$ cat config.mk
export PLATFORM = sky130hd
export DESIGN_NAME = branch_redirect_controller
export DESIGN_NICKNAME = d
export VERILOG_FILES = /design/src/rtl/branch_redirect_controller.sv
export SDC_FILE = /design/constraint.sdc
export NUM_CORES = 1
export LEC_CHECK = 0
export ABC_AREA = 1
export CAP_MARGIN = 5
export CORE_AREA = 2 2 157 144
export DETAILED_ROUTE_END_ITERATION = 8
export DIE_AREA = 0 0 159 146
export GPL_TIMING_DRIVEN = 1
export PLACE_DENSITY_LB_ADDON = 0.08
export SLEW_MARGIN = 20
export SYNTH_ARGS = -nofsm -noshare
export SYNTH_HDL_FRONTEND = slang
export SYNTH_SLANG_ARGS = --single-unit
$ cat constraint.sdc
create_clock -name i_clk -period 5.9 [get_ports i_clk]
set_input_delay 1.18 -clock i_clk [delete_from_list [all_inputs] [get_ports i_clk]]
set_output_delay 1.18 -clock i_clk [all_outputs]
set_load 0.01 [all_outputs]
$ cat src/rtl/branch_redirect_controller.sv
// branch_redirect_controller: mispredict/misaligned-target redirect sequencing with saturating perf counters
module branch_redirect_controller #(
    parameter int XLEN   = 32,
    parameter int IALIGN = 32,
    parameter int CNT_W  = 32
) (
    input  logic            i_clk,
    input  logic            i_rst,
    input  logic            i_resolve_valid,
    input  logic [XLEN-1:0] i_resolve_pc,
    input  logic            i_resolve_is_compressed,
    input  logic            i_branch_taken,
    input  logic [XLEN-1:0] i_branch_target,
    input  logic            i_predicted_taken,
    input  logic [XLEN-1:0] i_predicted_target,
    input  logic            i_flush_external,
    input  logic            i_redirect_ready,
    input  logic            i_counter_clear,
    output logic            o_redirect_valid,
    output logic [XLEN-1:0] o_redirect_pc,
    output logic            o_flush,
    output logic            o_trap_valid,
    output logic [XLEN-1:0] o_trap_tval,
    output logic [31:0]     o_branch_count,
    output logic [31:0]     o_mispredict_count
);
    typedef enum logic {IDLE, REDIRECT_WAIT} state_t;
    localparam logic [CNT_W-1:0] CNT_MAX = '1;
    state_t state;
    logic accept, misaligned, mispredict;
    logic [XLEN-1:0] next_pc;
    logic [CNT_W-1:0] branch_cnt, mispredict_cnt;
    always_comb begin
        accept = state == IDLE && i_resolve_valid && !i_flush_external;
        misaligned = IALIGN == 32 && i_branch_taken && i_branch_target[1];
        mispredict = i_branch_taken != i_predicted_taken || (i_branch_taken && i_branch_target != i_predicted_target);
        next_pc = i_branch_taken ? i_branch_target : i_resolve_pc + (i_resolve_is_compressed ? XLEN'(2) : XLEN'(4));
    end
    always_ff @(posedge i_clk or posedge i_rst) begin
        if (i_rst) begin
            state <= IDLE;
            o_redirect_valid <= 1'b0;
            o_redirect_pc <= '0;
            o_flush <= 1'b0;
            o_trap_valid <= 1'b0;
            o_trap_tval <= '0;
            branch_cnt <= '0;
            mispredict_cnt <= '0;
        end else begin
            o_flush <= 1'b0;
            o_trap_valid <= 1'b0;
            if (state == REDIRECT_WAIT) begin
                if (i_flush_external || i_redirect_ready) begin
                    state <= IDLE;
                    o_redirect_valid <= 1'b0;
                end
            end else if (accept) begin
                if (misaligned) begin
                    o_trap_valid <= 1'b1;
                    o_flush <= 1'b1;
                    o_trap_tval <= i_branch_target;
                end else if (mispredict) begin
                    o_redirect_pc <= next_pc;
                    o_redirect_valid <= 1'b1;
                    o_flush <= 1'b1;
                    state <= REDIRECT_WAIT;
                end
            end
            if (i_counter_clear) branch_cnt <= '0;
            else if (accept && branch_cnt != CNT_MAX) branch_cnt <= branch_cnt + 1'b1;
            if (i_counter_clear) mispredict_cnt <= '0;
            else if (accept && mispredict && !misaligned && mispredict_cnt != CNT_MAX) mispredict_cnt <= mispredict_cnt + 1'b1;
        end
    end
    assign o_branch_count = 32'(branch_cnt);
    assign o_mispredict_count = 32'(mispredict_cnt);
endmodule

After elaboration in Yosys (flattened, before gate mapping)
Index checks and enable logic that the tools add are counted.

Bits in registers: 132. Logic and storage cells: 60. Output and inout bits: 131. Input bits: 105.

Reduce and logical (&&, ||, !) cells: 19. Eq/ne operators: 6. Add/sub/neg operators: 3. Bitwise operators: 2. Muxes and demuxes: 22.

Operators with widths (number): 2-to-1 mux 32 bit (5); adder 32 x 1 -> 32 bit, second input constant (2); != test 32 bit, second input constant (2); adder 32 x 3 -> 32 bit (1); != test 32 bit (1); 2-to-1 mux 1 bit (16); logical AND 1 bit (8); AND reduction 4 bit (2); nonzero test 2 bit (4); 2-to-1 mux 3 bit (1); AND reduction 3 bit (1); zero test 1 bit (2); logical OR 1 bit (2); != test 2 x 1 -> 1 bit, second input constant (1); != test 2 bit, second input constant (1); NOT 1 bit (2); != test 1 bit (1).

Depth between registers and ports, before layout
Word-level depth: 8. Depth in mapped cells: 16. Depth with buffers taken out: 16.

Worst setup path before layout
Ideal clock, no wire load.

Path type: input -> register. From: input port i_resolve_pc[1]. To: register o_redirect_pc[29]. Data arrival time: 2831 ps. Setup time: 83 ps. Stages on the path: 16. Required time: 5817 ps. Path buffers: 0. Setup slack: 2987 ps. Cells stage by stage: ha_1 -> inv_1 -> fa_1 -> inv_1 -> nand3_1 -> inv_1 -> nand2_1 -> inv_1 -> nand2_1 -> nor2_1 -> nand2_1 -> nand2_1 -> nand3_1 -> nand2_1 -> inv_1 -> o21ai_0.

Cells in the longest elaborated chain, start to end: 2.

RTL lines: start: declaration (RTL line 10) `input logic [XLEN-1:0] i_resolve_pc,`; adder 32 x 3 -> 32 bit (RTL line 37) `next_pc = i_branch_taken ? i_branch_target : i_resolve_pc + (i_resolve_is_compressed ? XLEN'(2) : XLEN'(4));`; 2-to-1 mux 32 bit (RTL line 37); end signal: assignment (RTL line 63) `o_redirect_pc <= next_pc;`; end: declaration (RTL line 20) `output logic [XLEN-1:0] o_redirect_pc,`.

No other way between the ends. A chain may end at the register's enable or synchronous reset.

Worst setup path after layout
From: input port i_flush_external. To: register o_trap_tval[31].

Cells in the longest elaborated chain, start to end: 3.

RTL lines: start: declaration (RTL line 16) `input logic i_flush_external,`; zero test 1 bit (RTL line 34) `accept = state == IDLE && i_resolve_valid && !i_flush_external;`; logical AND 1 bit (RTL line 34); AND reduction 3 bit (no source line); end signal: assignment (RTL line 61) `o_trap_tval <= i_branch_target;`; end: declaration (RTL line 23) `output logic [XLEN-1:0] o_trap_tval,`.

No other way between the ends.

==> run summary <==
Hold Crit Class = flop to flop
Die span in x = 159 µm
Post-synth ARST share = 100%
H-tree depth = 4
Vias in the first global route = 8229
Max Slew Vio Count = 0
Worst rel slew slack = 33.2%
GR Util All Layers = 23.7%
CTS resizes = 0
Most frequent cells after synthesis = nand2_1 (421), dfrtp_1 (132), nor2_1 (132)
Final Hold Viols = 0
Fin Setup TNS = 0 ps
Via-to-Cell Ratio = 4.91
Total CTS buffers = 17
Wire per inst = 15.6 µm
WL final = 27300 µm
Congestion Overflow GR = 0
1st-iter DRT viols = 449
Top cells by area, synth = dfrtp_1 (39%), nand2_1 (19%), nor2_1 (5.8%)
Cell with the most instances after synthesis = nand2_1
Worst Setup Start Kind = input port
First-pass GRT wire length = 44000 µm
GP Congestion = 0.900
Clock Pin Slew Worst Setup and Hold Paths = 70 ps
Tmin final = 3450 ps
Final Util = 54.1%
Unrepaired setup endpoints after global routing = false
Syn_area_per_cell = 6.93 µm²
Slowest stage delay, CP = 760 ps
Syn nets = 1339
Nets = 1557
Full die area = 23200 µm²
Peak Freq = 0.290 GHz
Post-Synthesis Cells = 1229
Status = completed
CTS tree = yes
Core Area = 21400 µm²
Placed Cells = 1719
EDFF count, synth = 0
Max-cap viol count = 0
Filler cell count = 2223
Clk_skew = 8.65 ps
Slowest cell on the critical path = nor2_1
Post-synthesis register bit count = 132
Area fraction of the dominant cell type after synthesis = 38.8%
Yosys warns = 0
Largest net degree at the start of global routing = 97
Peak VDD IR = 138 µV
Power per cell area = 234 nW/µm²
Drc violations = 0
Remaining antenna violation count = 0
LEAKAGE = 0.00520 µW
Worst EP arrival = 3720 ps
Initial core utilization = 39.7%
Seq/Total Area, Yosys = 38.8%
Vias = 8610
Setup bufs post-CTS = 0
Root Driver = clkbuf_16
CP endpoint kind = flop
Top FF cell, synth = dfrtp_1
CP required = 6170 ps
Initial antenna violation count = 2
Hold Buf Count CTS = 0
CP Max Fanout = 53
Half-perimeter wire length after placement = 20800 µm
Post-synth cell types = 46
Rows = 51
Die Span Y = 146 µm
Period Utilization, post-route = 58.4%
Clock Latency Late Sink = 430 ps
IO buf count = 235
Cell taking the most area after synthesis = dfrtp_1
Top-level port count = 236
Clock Tree Buf Depth = 2
Fin cells = 1752
Setup violations, final = 0
Layout cells sized above 1 = 5.21%
Slew @ Worst Pin = 1000 ps
Area delta synth->final = 36.2%
Drt pass-1 iters = 5
Post-Synthesis Cell Area = 8520 µm²
Crit path cell chain = clkdlybuf4s50_1 -> nor3_2 -> inv_1 -> nor2_1 -> inv_2 -> nand2_1 -> o21ai_0
Sink Count = 132
Critical path class = input port to flop
[logic make-up after synthesis]
kind of cell	Yosys count	synth area share, %
xor+xnor	61	6.27
simple gates	757	38.4
fa+ha+maj	5	0.822
mux	9	1.06
buf+inv	156	7.93
flops	132	38.8
compound gates	109	6.71
[power breakdown]
| group | leakage [µW] | internal (µW) | switching (µW) |
|---|---|---|---|
| Clock | 0.000273 | 558 | 478 |
| Sequential | 0.00174 | 1010 | 59.5 |
| Combinational | 0.00318 | 310 | 301 |
| Total | 0.00520 | 1870 | 838 |
[per-stage QoR]
| stage | total power, µW | area (µm²) | worst slack (ps) | hold slack (ps) |
|---|---|---|---|---|
| 6_report | 2710 | 11600 | 2450 | 475 |
| 5_1_grt | 2850 | 11600 | 2140 | 487 |
| 3_5_place_dp | 1700 | 11000 | 1920 | 458 |
| 3_3_place_gp | 1690 | 11000 | 2050 | 457 |
| 4_1_cts | 2740 | 11600 | 2360 | 476 |
| 2_1_floorplan | 1330 | 8520 | 1190 | 484 |
[path summary, 6_finish.rpt]
path                                   from               end  slack (ps)  cells past startpoint
min in group asynchronous             i_rst  o_redirect_valid        1320                      2
setup reg to reg                      state   o_trap_tval[31]        3220                      6
max in group asynchronous             i_rst    o_trap_tval[0]        3500                      3
hold / removal              o_trap_tval[10]   o_trap_tval[10]         470                      2
hold reg to reg             o_trap_tval[10]   o_trap_tval[10]         470                      2
setup / recovery           i_flush_external   o_trap_tval[31]        2450                      7
[per-layer routing]
layer / up-vias / GRT usage, % / part of all wire, % / wire (µm)
met4: 2 / 7.23 / 2.0 / 559
met2: 246 / 39.2 / 47 / 12800
met1: 3948 / 30.3 / 44 / 12100
li1: 4378 / - / - / -
met5: - / 0 / 0.048 / 13
met3: 36 / 6.47 / 6.9 / 1890
[worst max-delay path, delay by kind of cell]
kind | cells | cell delay [ps]
and+or+nand+nor | 3 | 1270
AOI/OAI and AO/OA | 1 | 90
buffers and inverters | 3 | 1150
[final cells by class]
cell class / count / area, µm² / share of cell area (%)
timing repair buffer: 240 / 2380 / 20.5
inverter: 115 / 442 / 3.81
antenna: 1 / 2.50 / 0.0216
clock buffer: 17 / 425 / 3.66
clock inverter: 15 / 139 / 1.20
tap: 291 / 364 / 3.14
multi-input combinational: 941 / 4550 / 39.2
sequential: 132 / 3300 / 28.5
[flip-flops by register name (all words and copies together), names as in the netlist]
signal and cells:
o_branch_count 32, o_trap_tval 32, o_trap_valid 1, o_redirect_pc 32
state 1, o_redirect_valid 1, o_mispredict_count 32, o_flush 1
[layout by cell type, fill, tap and decap left out, drive strengths merged, types with 6 or more instances in the layout]
cell type / netlist / final
a21oi: 9 / 9
buf: 26 / 6
clkbuf: 15 / 17
clkdlybuf4s50: 0 / 234
dfrtp: 132 / 132
inv: 114 / 123
mux2i: 9 / 9
nand2: 427 / 427
nand3: 90 / 90
nand4: 29 / 29
nor2: 139 / 139
nor3: 39 / 39
nor3b: 8 / 8
nor4: 9 / 9
o21ai: 91 / 91
or2: 10 / 10
xnor2: 28 / 28
xor2: 33 / 33
Power figures use the tool's default switching activity.
